File: config.mk
export PLATFORM = sky130hd
export DESIGN_NAME = control_unit_flat
export DESIGN_NICKNAME = d
export VERILOG_FILES = /design/src/rtl/control_unit_if.sv /design/src/rtl/control_unit.sv /design/src/flat_wrapper.sv
export SDC_FILE = /design/constraint.sdc
export NUM_CORES = 1
export LEC_CHECK = 0
export ABC_CLOCK_PERIOD_IN_PS = 1550
export BUFFER_PORTS_ARGS = -buffer_cell sky130_fd_sc_hd__buf_2
export CAP_MARGIN = 20
export CORE_MARGIN = 2
export CORE_UTILIZATION = 35
export DETAILED_ROUTE_END_ITERATION = 8
export PLACE_DENSITY = 0.72
export SYNTH_ARGS = -nofsm -noshare
export SYNTH_HDL_FRONTEND = slang
export SYNTH_SLANG_ARGS = --single-unit
File: constraint.sdc
create_clock -name clk -period 1.55 [get_ports clk]
set_input_delay 0.31 -clock clk [delete_from_list [all_inputs] [get_ports clk]]
set_output_delay 0.31 -clock clk [all_outputs]
set_load 0.03 [all_outputs]
File: src/rtl/control_unit_if.sv
// Control unit <-> datapath bundle: instruction fields and ALU flags in,
// datapath strobes and selects out.
interface control_unit_if;
    logic [5:0] opcode;
    logic [5:0] funct;
    logic       zero;
    logic       overflow;
    logic       pc_load;
    logic [1:0] pc_source;
    logic       iord;
    logic       mem_write;
    logic       ir_write;
    logic       mdr_write;
    logic       ab_write;
    logic       aluout_write;
    logic       reg_write;
    logic       reg_dst;
    logic       mem_to_reg;
    logic       alu_src_a;
    logic [1:0] alu_src_b;
    logic [2:0] alu_op;
    logic       trap;
    logic [1:0] trap_cause;
    logic [3:0] state;

    // Control unit side
    modport master (
        input  opcode, funct, zero, overflow,
        output pc_load, pc_source, iord, mem_write, ir_write, mdr_write, ab_write,
               aluout_write, reg_write, reg_dst, mem_to_reg, alu_src_a, alu_src_b,
               alu_op, trap, trap_cause, state
    );

    // Datapath side
    modport slave (
        output opcode, funct, zero, overflow,
        input  pc_load, pc_source, iord, mem_write, ir_write, mdr_write, ab_write,
               aluout_write, reg_write, reg_dst, mem_to_reg, alu_src_a, alu_src_b,
               alu_op, trap, trap_cause, state
    );
endinterface

File: src/rtl/control_unit.sv
// Multi-cycle MIPS-subset control unit. Moore FSM with a 3-bit wait counter
// stretching FETCH and LW_READ over the memory latency; halts in TRAP on
// illegal instructions or signed overflow.
module control_unit #(
    parameter int unsigned MEM_WAIT = 2
) (
    input logic            clk,
    input logic            reset,
    control_unit_if.master bus
);

    typedef enum logic [3:0] {
        StReset   = 4'd0,
        StFetch   = 4'd1,
        StDecode  = 4'd2,
        StRExec   = 4'd3,
        StRWb     = 4'd4,
        StIExec   = 4'd5,
        StIWb     = 4'd6,
        StMemAddr = 4'd7,
        StLwRead  = 4'd8,
        StLwWb    = 4'd9,
        StSwWrite = 4'd10,
        StBeq     = 4'd11,
        StJump    = 4'd12,
        StTrap    = 4'd15
    } state_e;

    localparam logic [2:0] FetchLast = 3'(MEM_WAIT);
    localparam logic [2:0] LwLast    = 3'(MEM_WAIT - 1);

    localparam logic [5:0] FnAdd = 6'h20;
    localparam logic [5:0] FnSub = 6'h22;
    localparam logic [5:0] FnAnd = 6'h24;

    localparam logic [1:0] CauseIllegal  = 2'b01;
    localparam logic [1:0] CauseOverflow = 2'b10;

    state_e     state_q, state_d;
    logic [2:0] cnt_q, cnt_d;
    logic [1:0] cause_q, cause_d;
    // funct and the lw/sw choice are captured in DECODE so later states never
    // look at the instruction register again.
    logic [5:0] funct_q, funct_d;
    logic       is_sw_q, is_sw_d;

    // State, wait counter and captured decode information
    always_ff @(posedge clk or posedge reset) begin
        if (reset) begin
            state_q <= StReset;
            cnt_q   <= 3'd0;
            cause_q <= 2'b00;
            funct_q <= 6'h00;
            is_sw_q <= 1'b0;
        end else begin
            state_q <= state_d;
            cnt_q   <= cnt_d;
            cause_q <= cause_d;
            funct_q <= funct_d;
            is_sw_q <= is_sw_d;
        end
    end

    // Next-state, dispatch and trap-cause capture
    always_comb begin
        state_d = state_q;
        cause_d = cause_q;
        funct_d = funct_q;
        is_sw_d = is_sw_q;
        unique case (state_q)
            StReset: state_d = StFetch;
            StFetch: begin
                if (cnt_q == FetchLast) state_d = StDecode;
            end
            StDecode: begin
                funct_d = bus.funct;
                is_sw_d = (bus.opcode == 6'h2B);
                case (bus.opcode)
                    6'h00: begin
                        if (bus.funct == FnAdd || bus.funct == FnSub || bus.funct == FnAnd) begin
                            state_d = StRExec;
                        end else begin
                            state_d = StTrap;
                            cause_d = CauseIllegal;
                        end
                    end
                    6'h08:        state_d = StIExec;
                    6'h23, 6'h2B: state_d = StMemAddr;
                    6'h04:        state_d = StBeq;
                    6'h02:        state_d = StJump;
                    default: begin
                        state_d = StTrap;
                        cause_d = CauseIllegal;
                    end
                endcase
            end
            StRExec: begin
                // Logical AND cannot overflow, so its flag is ignored
                if (bus.overflow && funct_q != FnAnd) begin
                    state_d = StTrap;
                    cause_d = CauseOverflow;
                end else begin
                    state_d = StRWb;
                end
            end
            StIExec: begin
                if (bus.overflow) begin
                    state_d = StTrap;
                    cause_d = CauseOverflow;
                end else begin
                    state_d = StIWb;
                end
            end
            StMemAddr: state_d = is_sw_q ? StSwWrite : StLwRead;
            StLwRead: begin
                if (cnt_q == LwLast) state_d = StLwWb;
            end
            StRWb, StIWb, StLwWb, StSwWrite, StBeq, StJump: state_d = StFetch;
            StTrap:  state_d = StTrap;
            default: state_d = StReset;
        endcase

        if (state_d != state_q) begin
            cnt_d = 3'd0;
        end else if (state_q == StFetch || state_q == StLwRead) begin
            cnt_d = cnt_q + 3'd1;
        end else begin
            cnt_d = 3'd0;
        end
    end

    // Moore output decode; only BEQ's pc_load follows an input (zero)
    always_comb begin
        bus.pc_load      = 1'b0;
        bus.pc_source    = 2'b00;
        bus.iord         = 1'b0;
        bus.mem_write    = 1'b0;
        bus.ir_write     = 1'b0;
        bus.mdr_write    = 1'b0;
        bus.ab_write     = 1'b0;
        bus.aluout_write = 1'b0;
        bus.reg_write    = 1'b0;
        bus.reg_dst      = 1'b0;
        bus.mem_to_reg   = 1'b0;
        bus.alu_src_a    = 1'b0;
        bus.alu_src_b    = 2'b00;
        bus.alu_op       = 3'b000;
        bus.trap         = 1'b0;
        bus.trap_cause   = 2'b00;
        unique case (state_q)
            StFetch: begin
                if (cnt_q == FetchLast) begin
                    bus.ir_write  = 1'b1;
                    bus.pc_load   = 1'b1;
                    bus.alu_src_a = 1'b1;
                    bus.alu_src_b = 2'b01;
                    bus.alu_op    = 3'b001;
                end
            end
            StDecode: begin
                bus.ab_write     = 1'b1;
                bus.aluout_write = 1'b1;
                bus.alu_src_a    = 1'b1;
                bus.alu_src_b    = 2'b11;
                bus.alu_op       = 3'b001;
            end
            StRExec: begin
                bus.aluout_write = 1'b1;
                case (funct_q)
                    FnSub:   bus.alu_op = 3'b010;
                    FnAnd:   bus.alu_op = 3'b011;
                    default: bus.alu_op = 3'b001;
                endcase
            end
            StRWb: begin
                bus.reg_write = 1'b1;
                bus.reg_dst   = 1'b1;
            end
            StIExec, StMemAddr: begin
                bus.alu_src_b    = 2'b10;
                bus.alu_op       = 3'b001;
                bus.aluout_write = 1'b1;
            end
            StIWb: bus.reg_write = 1'b1;
            StLwRead: begin
                bus.iord      = 1'b1;
                bus.mdr_write = (cnt_q == LwLast);
            end
            StLwWb: begin
                bus.reg_write  = 1'b1;
                bus.mem_to_reg = 1'b1;
            end
            StSwWrite: begin
                bus.iord      = 1'b1;
                bus.mem_write = 1'b1;
            end
            StBeq: begin
                bus.alu_op    = 3'b010;
                bus.pc_source = 2'b01;
                bus.pc_load   = bus.zero;
            end
            StJump: begin
                bus.pc_load   = 1'b1;
                bus.pc_source = 2'b10;
            end
            StTrap: begin
                bus.trap       = 1'b1;
                bus.trap_cause = cause_q;
            end
            default: ;
        endcase
    end

    assign bus.state = state_q;

endmodule

File: src/flat_wrapper.sv
// flat-port wrapper written by rule: the top's interface ports become plain ports
module control_unit_flat 
#(
    parameter int unsigned MEM_WAIT = 2
)
  (clk, reset, bus_opcode, bus_funct, bus_zero, bus_overflow, bus_pc_load, bus_pc_source, bus_iord, bus_mem_write, bus_ir_write, bus_mdr_write, bus_ab_write, bus_aluout_write, bus_reg_write, bus_reg_dst, bus_mem_to_reg, bus_alu_src_a, bus_alu_src_b, bus_alu_op, bus_trap, bus_trap_cause, bus_state);
  control_unit_if bus_i ();
  input logic clk;
  input logic reset;
  input wire logic [$bits(bus_i.opcode)-1:0] bus_opcode;
  input wire logic [$bits(bus_i.funct)-1:0] bus_funct;
  input wire logic [$bits(bus_i.zero)-1:0] bus_zero;
  input wire logic [$bits(bus_i.overflow)-1:0] bus_overflow;
  output wire logic [$bits(bus_i.pc_load)-1:0] bus_pc_load;
  output wire logic [$bits(bus_i.pc_source)-1:0] bus_pc_source;
  output wire logic [$bits(bus_i.iord)-1:0] bus_iord;
  output wire logic [$bits(bus_i.mem_write)-1:0] bus_mem_write;
  output wire logic [$bits(bus_i.ir_write)-1:0] bus_ir_write;
  output wire logic [$bits(bus_i.mdr_write)-1:0] bus_mdr_write;
  output wire logic [$bits(bus_i.ab_write)-1:0] bus_ab_write;
  output wire logic [$bits(bus_i.aluout_write)-1:0] bus_aluout_write;
  output wire logic [$bits(bus_i.reg_write)-1:0] bus_reg_write;
  output wire logic [$bits(bus_i.reg_dst)-1:0] bus_reg_dst;
  output wire logic [$bits(bus_i.mem_to_reg)-1:0] bus_mem_to_reg;
  output wire logic [$bits(bus_i.alu_src_a)-1:0] bus_alu_src_a;
  output wire logic [$bits(bus_i.alu_src_b)-1:0] bus_alu_src_b;
  output wire logic [$bits(bus_i.alu_op)-1:0] bus_alu_op;
  output wire logic [$bits(bus_i.trap)-1:0] bus_trap;
  output wire logic [$bits(bus_i.trap_cause)-1:0] bus_trap_cause;
  output wire logic [$bits(bus_i.state)-1:0] bus_state;
  assign bus_i.opcode = bus_opcode;
  assign bus_i.funct = bus_funct;
  assign bus_i.zero = bus_zero;
  assign bus_i.overflow = bus_overflow;
  assign bus_pc_load = bus_i.pc_load;
  assign bus_pc_source = bus_i.pc_source;
  assign bus_iord = bus_i.iord;
  assign bus_mem_write = bus_i.mem_write;
  assign bus_ir_write = bus_i.ir_write;
  assign bus_mdr_write = bus_i.mdr_write;
  assign bus_ab_write = bus_i.ab_write;
  assign bus_aluout_write = bus_i.aluout_write;
  assign bus_reg_write = bus_i.reg_write;
  assign bus_reg_dst = bus_i.reg_dst;
  assign bus_mem_to_reg = bus_i.mem_to_reg;
  assign bus_alu_src_a = bus_i.alu_src_a;
  assign bus_alu_src_b = bus_i.alu_src_b;
  assign bus_alu_op = bus_i.alu_op;
  assign bus_trap = bus_i.trap;
  assign bus_trap_cause = bus_i.trap_cause;
  assign bus_state = bus_i.state;
  control_unit #(.MEM_WAIT(MEM_WAIT)) u_core (.clk(clk), .reset(reset), .bus(bus_i));
endmodule
==> results of run 1 <==
repair_timing:
| action | in CTS | in global routing |
|---|---|---|
| setup buffers | 10 | 14 |
| gates resized for setup | 71 | 31 |
| pin swaps | 16 | 17 |
| hold buffers | 0 | 0 |
| endpoints found under the setup margin | 26 | 29 |
layout by cell type, fill, tap and decap left out, drive strengths merged, types with 2 or more instances in the layout:
cell type	n
or3	2
dfrtp	16
nor4	6
o211ai	2
inv	9
nand3	3
nor3	6
buf	98
nor2	14
nand2	32
or2	2
and2	2
o21a	3
o22ai	2
ha	3
nand2b	5
nor4b	2
a31oi	2
o21ai	3
nand3b	2
a21o	2
clkbuf	4
a21oi	9
xor2	3
power groups by stage:
stage          Clock, mW  Sequential [mW]  Combinational [mW]
2_1_floorplan          0            0.819                1.58
3_3_place_gp           0            0.788                2.24
3_5_place_dp           0            0.797                2.27
4_1_cts            0.283            0.799                2.82
5_1_grt            0.311            0.834                3.64
6_report           0.283            0.812                3.43
area by class of cell:
class                   count  area (um2)
multi-input cells         119        1060
fillers                   240         913
repair buffers             98         820
flip-flops and latches     16         405
well taps                  46        57.6
inverters                   9        43.8
clock buffers               4        36.3
routing by layer:
metal,routed length [um],vias to the layer above,track usage
met4,74,0,0.0722
li1,-,715,-
met2,2410,42,0.397
met3,135,7,0.0234
met5,0,-,0
met1,1680,686,0.224
logic make-up after synthesis:
logic type                 Yosys count  share of synthesized area
and+or+nand+nor                     80                      0.359
AOI/OAI and AO/OA                   31                      0.169
buffers and inverters               18                     0.0784
DFF                                 16                      0.330
xor gates and xnor gates             4                     0.0289
adders and majority gates            3                     0.0310
other                                1                    0.00309
worst register-to-register path, cell delays in order, from the launching register on:
cell and delay [ps]:
dfrtp_1 430, nor4b_4 300, buf_4 160, a31oi_4 90
or3_4 390, nor4_4 260
worst paths after layout:
check	slack, ps	cells past startpoint	end
min in group clk	220	3	u_core.funct_q[4]$_DFFE_PP0P_
setup / recovery	-380	5	bus_alu_src_b[0]
hold reg to reg	510	2	u_core.funct_q[5]$_DFFE_PP0P_
max in group asynchronous	1030	2	u_core.bus.state[0]$_DFF_PP0_
hold / removal	80	2	u_core.funct_q[4]$_DFFE_PP0P_
setup reg to reg	-170	5	u_core.cnt_q[1]$_DFF_PP0_
state kept, by name, indices dropped and copies added (netlist names):
register          count
u_core.cause_q        2
u_core.funct_q        6
u_core.bus.state      4
u_core.cnt_q          3
u_core.is_sw_q        1
through the flow:
step                       util  total power [mW]  hold WS, ps  setup WS [ps]
after floorplan               -              2.39          223           -400
after global placement    0.550              3.03          412           -184
after detailed placement  0.550              3.07          416           -242
after CTS                 0.656              3.91         99.1           -441
after global routing      0.726              4.79          135           -420
final                     0.726              4.53         80.7           -380
==> flow_summary.ini, run 1 <==
[final_layout]
fin_cells = 292
drive_gt1_frac = 0.659
areaGrowthSynthToFinish_pct = 99.9
n_antenna_cell = 0
fin_nets = 266
final_cell_area_um2 = 2420

[cts]
htreeDepth = 1
ctsRootBufferMaster = clkbuf_4
cts.path.max_buffers = 2
cts_made_buffers = 3
cts.reportedPaths.clkPinSlew_ps = 100
cts_tree = done
numClockSinks = 16
clkLatencyLatePin_ps = 290

[sta]
worst_pin_slew_ps = 620
final.period_utilization = 1.25
fin_tns_setup_ps = -5080
layout_setup_ws_ps = -380
fmax_mhz = 518
max_slew_margin = 0.586
finalMaxSlewViolations = 0
skew_ps = 6.83
setup_viol = 26
rsz0062_at_grt = true
hold_violations = 0
final.min_clock_period_ps = 1930

[synthesis]
synth.cell_area_um2 = 1210
synth_common_cells = nand2_1 (32), dfrtp_1 (16), nor2_1 (13), a21oi_1 (9), inv_1 (8)
ys_seq_area_frac = 0.330
synth_edf_count = 0
yosysWarnings = 0
synth.distinct_cells = 49
yosysMostFrequentCell = nand2_1
synth_seq_cells = 16
synth_cells = 153
ys.flop_type = dfrtp_1
syn_nets = 172
avgSynthCellArea_um2 = 7.92
synth_top_cell_by_area = dfrtp_1
synthDominantCellAreaShare = 0.330
synth_area_leaders = dfrtp_1 (33%), nand2_1 (9.9%), nor2_1 (4.0%)
async_flop_share = 1.00

[floorplanning]
die_area_um2 = 3950
start_util = 0.363
dieWidth_um = 62.9
die_h_um = 62.9
num_io_pins = 41
coreArea_um2 = 3340
num_rows = 21

[drt]
drc = 0
wl_per_cell_um = 14.7
ant_nets = 0
drtIter0Drc = 40
num_vias = 1450
wirelength_um = 4300
viasPerCell = 4.97
drtPass1Iterations = 4

[pwr]
leakagePower_nw = 1.12
pwr-share-seq = 0.179
p_per_area_nw_per_um2 = 1870
p_switching_mw = 2.15
power_frac_comb = 0.758
p_int_mw = 2.38
power_frac_clock = 0.062
ir_drop_mv = 1.09
p_sw_frac = 0.474

[run_status]
status = finished, violations left
violations = setup timing

[worst_setup_path]
crit_required_ps = 1240
crit_start = u_core.bus.state[3]$_DFF_PP0_
path_cells = buf_6 -> nor4_4 -> buf_4 -> or2_4 -> buf_6
r2r_start = u_core.funct_q[3]$_DFFE_PP0P_
crit_top_cell = buf_6
arrival_ps = 1620
max_stage_delay_ps = 470
cp_slowest_cell = dfrtp_2
crit_path_end_kind = primary output
crit_fanout = 6
crit_buf_inv = 3
start_kind = register
crit_type = register to primary output
crit_family = flip-flops

[grt]
grt_max_degree = 17
grt_overflow = 0
antenna_found_initial = 0
grt_pass1_wl_um = 6370
track_usage = 0.204
grt_pass1_vias = 1390

[placed_design]
place_congestion = 0.805
dpl-instance-area_um2 = 1840
hpwl_um = 2630
portBuffers = 39
dp.cells = 267

[hold_path]
hp-class = input port to asynchronous set/reset pin

[run]
drv_cap = 0
No activity file was read; power rests on OpenSTA's default activity.
==> run 2: changes to the inputs <==
- ABC_CLOCK_PERIOD_IN_PS: 1550 -> 2300
- CORE_UTILIZATION: 35 -> 53
- PLACE_DENSITY: 0.72 -> 0.95
- clock period: 1.55 -> 2.3 ns (I/O delays scaled with it)
==> flow_summary.ini, run 2 (same netlist as run 1, synthesis figures left out) <==
[pwr]
leakagePower_nw = 0.777
pwr-share-seq = 0.303
power_frac_comb = 0.599
p_per_area_nw_per_um2 = 1250
p_switching_mw = 0.963
power_frac_clock = 0.097
p_int_mw = 0.907
power_mw = 1.87
p_sw_frac = 0.515
ir_drop_mv = 0.677

[sta]
fmax_mhz = 455
worst_pin_slew_ps = 567
setup_viol = 0
final.period_utilization = 0.956
rsz0062_at_grt = false
skew_ps = 7.34
fin_tns_setup_ps = 0
hold_violations = 0
final.min_clock_period_ps = 2200
finalMaxSlewViolations = 0
max_slew_margin = 0.622

[placed_design]
hpwl_um = 2340
dp.cells = 214
portBuffers = 39
place_congestion = 0.843
dpl-instance-area_um2 = 1410

[floorplanning]
num_rows = 17
die_h_um = 51.8
coreArea_um2 = 2190
start_util = 0.553
num_io_pins = 41
dieWidth_um = 51.8
die_area_um2 = 2690

[worst_setup_path]
crit_required_ps = 1840
worst_r2r_path_depth = 7
arrival_ps = 1740
start_kind = register
crit_fanout = 5
crit_type = register to primary output
crit_path_end_kind = primary output

[cts]
cts.path.max_buffers = 2
htreeDepth = 1
ctsHoldBuffers = 0
clkLatencyLatePin_ps = 290
cts_made_buffers = 3
numClockSinks = 16
ctsRootBufferMaster = clkbuf_4
cts_tree = done
cts.reportedPaths.clkPinSlew_ps = 90

[run_status]
status = complete, no violations

[drt]
drtPass1Iterations = 4
viasPerCell = 5.56
drc = 0
num_vias = 1234
wl_per_cell_um = 13.3
drtIter0Drc = 32
wirelength_um = 2960
ant_nets = 0

[final_layout]
final_cell_mix = buf_2 (39), nand2_1 (31), nor2_1 (13), dfrtp_1 (12), a21oi_1 (9)
top_register = u_core.funct_q
largest_reg_flops = 6
final_cell_area_um2 = 1490
n_antenna_cell = 0
fin_cells = 222
fin_nets = 214
areaGrowthSynthToFinish_pct = 23.2
drive_gt1_frac = 0.345
final_common_cell = buf_2
fillers = 194

[grt]
grt_pass1_vias = 1134
grt_pass1_wl_um = 4790
grt_max_degree = 18
grt_overflow = 0
antenna_found_initial = 0
track_usage = 0.237

[hold_path]
hp-class = input port to asynchronous set/reset pin

[run]
drv_cap = 0
[run 2: changes by cell type in the layout (fill, tap and decap cells not counted), moves of 4 or more]
cell / delta
a21oi_1: +6
inv_1: +4
buf_2: +20
a21oi_2: -4
inv_4: -4
nor2_4: -7
nand2_1: +4
buf_6: -33
buf_4: -38
nor2_1: +8
[run 2: final cells by class]
class                      count  area (um2)  area share
clock buffer                   4        36.3      0.0243
inverter                       9        33.8      0.0226
multi-input combinational    119         733       0.491
tap                           28        35.0      0.0235
timing repair buffer          46         248       0.166
sequential                    16         408       0.273
[run 2: repair_timing]
| item | 4_1_cts | 5_1_grt |
|---|---|---|
| resized for setup | 1 | 6 |
| pin swaps | 0 | 1 |
| buffers inserted | 0 | 4 |
| setup endpoints to repair | 3 | 4 |
| endpoints found under the hold margin | 0 | 0 |
[run 2: metrics by stage]
stage / hold slack [ps] / util / setup slack [ps]
floorplan: 374 / - / -116
global placement: 454 / 0.643 / 377
detailed placement: 461 / 0.643 / 279
CTS: 227 / 0.660 / 4.12
global route: 265 / 0.682 / 10.7
finish: 206 / 0.682 / 101
[run 2: per-layer routing]
| metal | vias to the layer above | wire length, um | track usage |
|---|---|---|---|
| li1 | 606 | - | - |
| met1 | 572 | 1310 | 0.296 |
| met2 | 49 | 1420 | 0.405 |
| met3 | 7 | 165 | 0.0201 |
| met4 | 0 | 65 | 0.118 |
| met5 | - | 0 | 0 |
[run 2: critical path: stages, from the launching register on]
cell and delay [ps]:
dfrtp_4 520, inv_2 110, nand2_2 100, nor4_4 350, or2_2 180, buf_2 190
[run 2: path summary, 6_finish.rpt]
kind                                                     from                       endpoint  slack [ps]
worst min register to register  u_core.cause_q[0]$_DFFE_PP0P_  u_core.cause_q[0]$_DFFE_PP0P_         490
max in group asynchronous                               reset  u_core.bus.state[1]$_DFF_PP0_        1680
worst max-delay path            u_core.bus.state[1]$_DFF_PP0_               bus_alu_src_b[0]         100
worst min-delay path                                    reset     u_core.is_sw_q$_DFFE_PP0P_         210
min in group clk                                 bus_funct[3]  u_core.funct_q[3]$_DFFE_PP0P_         370
worst max register to register  u_core.bus.state[1]$_DFF_PP0_      u_core.cnt_q[1]$_DFF_PP0_         370
[run 2: power by group through the flow]
| stage | sequential (mW) | clock (mW) | combinational (mW) |
|---|---|---|---|
| 2_1_floorplan | 0.539 | 0 | 0.835 |
| 3_3_place_gp | 0.562 | 0 | 1.00 |
| 3_5_place_dp | 0.578 | 0 | 1.03 |
| 4_1_cts | 0.573 | 0.186 | 1.03 |
| 5_1_grt | 0.584 | 0.201 | 1.22 |
| 6_report | 0.567 | 0.182 | 1.12 |
==> run 3: changes to the inputs <==
- ABC_AREA: not set -> 1
- CORE_UTILIZATION: 53 -> 54
==> flow_summary.ini, run 3 <==
[run_status]
status = complete, no violations

[synthesis]
yosysWarnings = 0
ys.flop_type = dfrtp_1
ys_seq_area_frac = 0.322
synth_compound_area_frac = 0.0533
syn_nets = 222
synth_seq_cells = 16
synth-simple-area-share = 0.470
synth_mux_area_frac = 0
synth.cell_area_um2 = 1240
synth_area_leaders = dfrtp_1 (32%), nand2_1 (19%), nor2_1 (11%)
synth_edf_count = 0
synth_common_cells = nand2_1 (62), nor2_1 (37), inv_1 (30), dfrtp_1 (16), nand3_1 (14)
synth_xor_area_frac = 0.00704
synth_top_family_by_area = simple AND/OR/NAND/NOR gates
avgSynthCellArea_um2 = 6.13
synth_cells = 203
synth_top_cell_by_area = dfrtp_1
synthDominantCellAreaShare = 0.322
synth.distinct_cells = 23
yosysMostFrequentCell = nand2_1
yosys.area_share.adder = 0.0302
async_flop_share = 1.00

[drt]
drtPass1Iterations = 4
drc = 0
viasPerCell = 5.10
wirelength_um = 3150
drtIter0Drc = 62
wl_per_cell_um = 11.5
ant_nets = 0
num_vias = 1392

[placed_design]
place_congestion = 0.919
portBuffers = 39
hpwl_um = 2540
pre_cts_slack_ps = 394

[cts]
clkLatencyLatePin_ps = 290
htreeDepth = 1
cts_made_buffers = 3
numClockSinks = 16
cts_tree = done
ctsRootBufferMaster = clkbuf_4
cts_setup_buffers = 0
cts.reportedPaths.clkPinSlew_ps = 90
cts.path.max_buffers = 2
ctsResizeCount = 0
ctsHoldBuffers = 0

[final_layout]
drive_gt1_frac = 0.269
final_common_cell = nand2_1
utilization = 0.690
fillers = 211
final_cell_mix = nand2_1 (62), buf_2 (39), nor2_1 (37), inv_1 (30), dfrtp_1 (15)
top_register = u_core.funct_q
areaGrowthSynthToFinish_pct = 21.6
n_antenna_cell = 0
largest_reg_flops = 6
fin_nets = 265

[floorplanning]
num_io_pins = 41
die_h_um = 52.0
dieWidth_um = 52.0
coreArea_um2 = 2190
die_area_um2 = 2700
start_util = 0.568
num_rows = 17

[worst_setup_path]
crit_path_end_kind = primary output
start_kind = register
crit_type = register to primary output
crit_fanout = 7
arrival_ps = 1680
crit_required_ps = 1840
max_stage_delay_ps = 490
crit_buf_inv = 2
crit_family = simple AND/OR/NAND/NOR gates
path_cells = nor2_2 -> inv_2 -> nor2_1 -> nand2_2 -> nand3_1 -> buf_2
cp_slowest_cell = dfrtp_1

[sta]
max_slew_margin = 0.590
hold_violations = 0
rsz0062_at_grt = false
final.period_utilization = 0.933
setup_viol = 0
layout_setup_ws_ps = 155
final.min_clock_period_ps = 2140
fin_tns_setup_ps = 0
fmax_mhz = 466
skew_ps = 1.04
whs_ps = 225
worst_pin_slew_ps = 615
finalMaxSlewViolations = 0

[grt]
antenna_found_initial = 0
grt_pass1_wl_um = 5500
grt_overflow = 0
grt_pass1_vias = 1323
track_usage = 0.269
grt_max_degree = 17

[pwr]
ir_drop_mv = 0.991
leakagePower_nw = 0.971
p_per_area_nw_per_um2 = 1260

[hold_path]
hp-class = input port to asynchronous set/reset pin

[run]
drv_cap = 0
run 3: worst register-to-register path, stage by stage (launching register included):
cell	delay (ps)
dfrtp_2	480
inv_1	140
nand2_1	110
nor2_2	200
buf_4	220
nand2_1	90
o21ai_1	80
nor2_1	70
nand3_1	80
nand2_1	70
nor2_1	90
nand2_1	90
nor2_1	100
run 3: area by class of cell:
cell class / count / area (um2) / area share
sequential: 16 / 402 / 0.266
clock buffer: 4 / 36.3 / 0.0240
inverter: 35 / 131 / 0.0868
tap: 28 / 35.0 / 0.0232
timing repair buffer: 40 / 203 / 0.134
multi-input combinational: 150 / 706 / 0.467
run 3: cells by family after synthesis:
| kind of cell | Yosys count |
|---|---|
| fa+ha+maj | 3 |
| xor+xnor | 1 |
| simple gates | 133 |
| compound gates | 12 |
| flops | 16 |
| buf+inv | 37 |
| other cells | 1 |
run 3: final timing paths:
check	startpoint	to	slack, ps	cells past startpoint
setup reg to reg	u_core.bus.state[0]$_DFF_PP0_	u_core.cnt_q[2]$_DFF_PP0_	440	12
min in group clk	bus_funct[0]	u_core.funct_q[0]$_DFFE_PP0P_	380	3
setup / recovery	u_core.bus.state[2]$_DFF_PP0_	bus_alu_op[0]	160	6
max in group asynchronous	reset	u_core.bus.state[0]$_DFF_PP0_	1640	2
hold reg to reg	u_core.is_sw_q$_DFFE_PP0P_	u_core.is_sw_q$_DFFE_PP0P_	500	2
hold / removal	reset	u_core.funct_q[1]$_DFFE_PP0P_	230	2
run 3: metal layers:
layer	global-route usage	wire length, um
met5	0	0
met4	0.0877	71
met3	0.0259	251
met2	0.489	1560
met1	0.328	1260
run 3: where the power goes:
group / total, mW / switching (mW) / leakage, nW / internal [mW]
registers: 0.510 / 0.112 / 0.201 / 0.398
clock network: 0.188 / 0.0915 / 0.0210 / 0.0966
logic: 1.21 / 0.851 / 0.749 / 0.356
run 3: through the flow:
step                total power [mW]  instance area (um2)  instances
global placement                1.66                 1470        269
global route                    2.09                 1510        273
detailed placement              1.71                 1470        269
finish                          1.91                 1510        273
floorplan                       1.39                 1240        203
CTS                             1.90                 1510        273
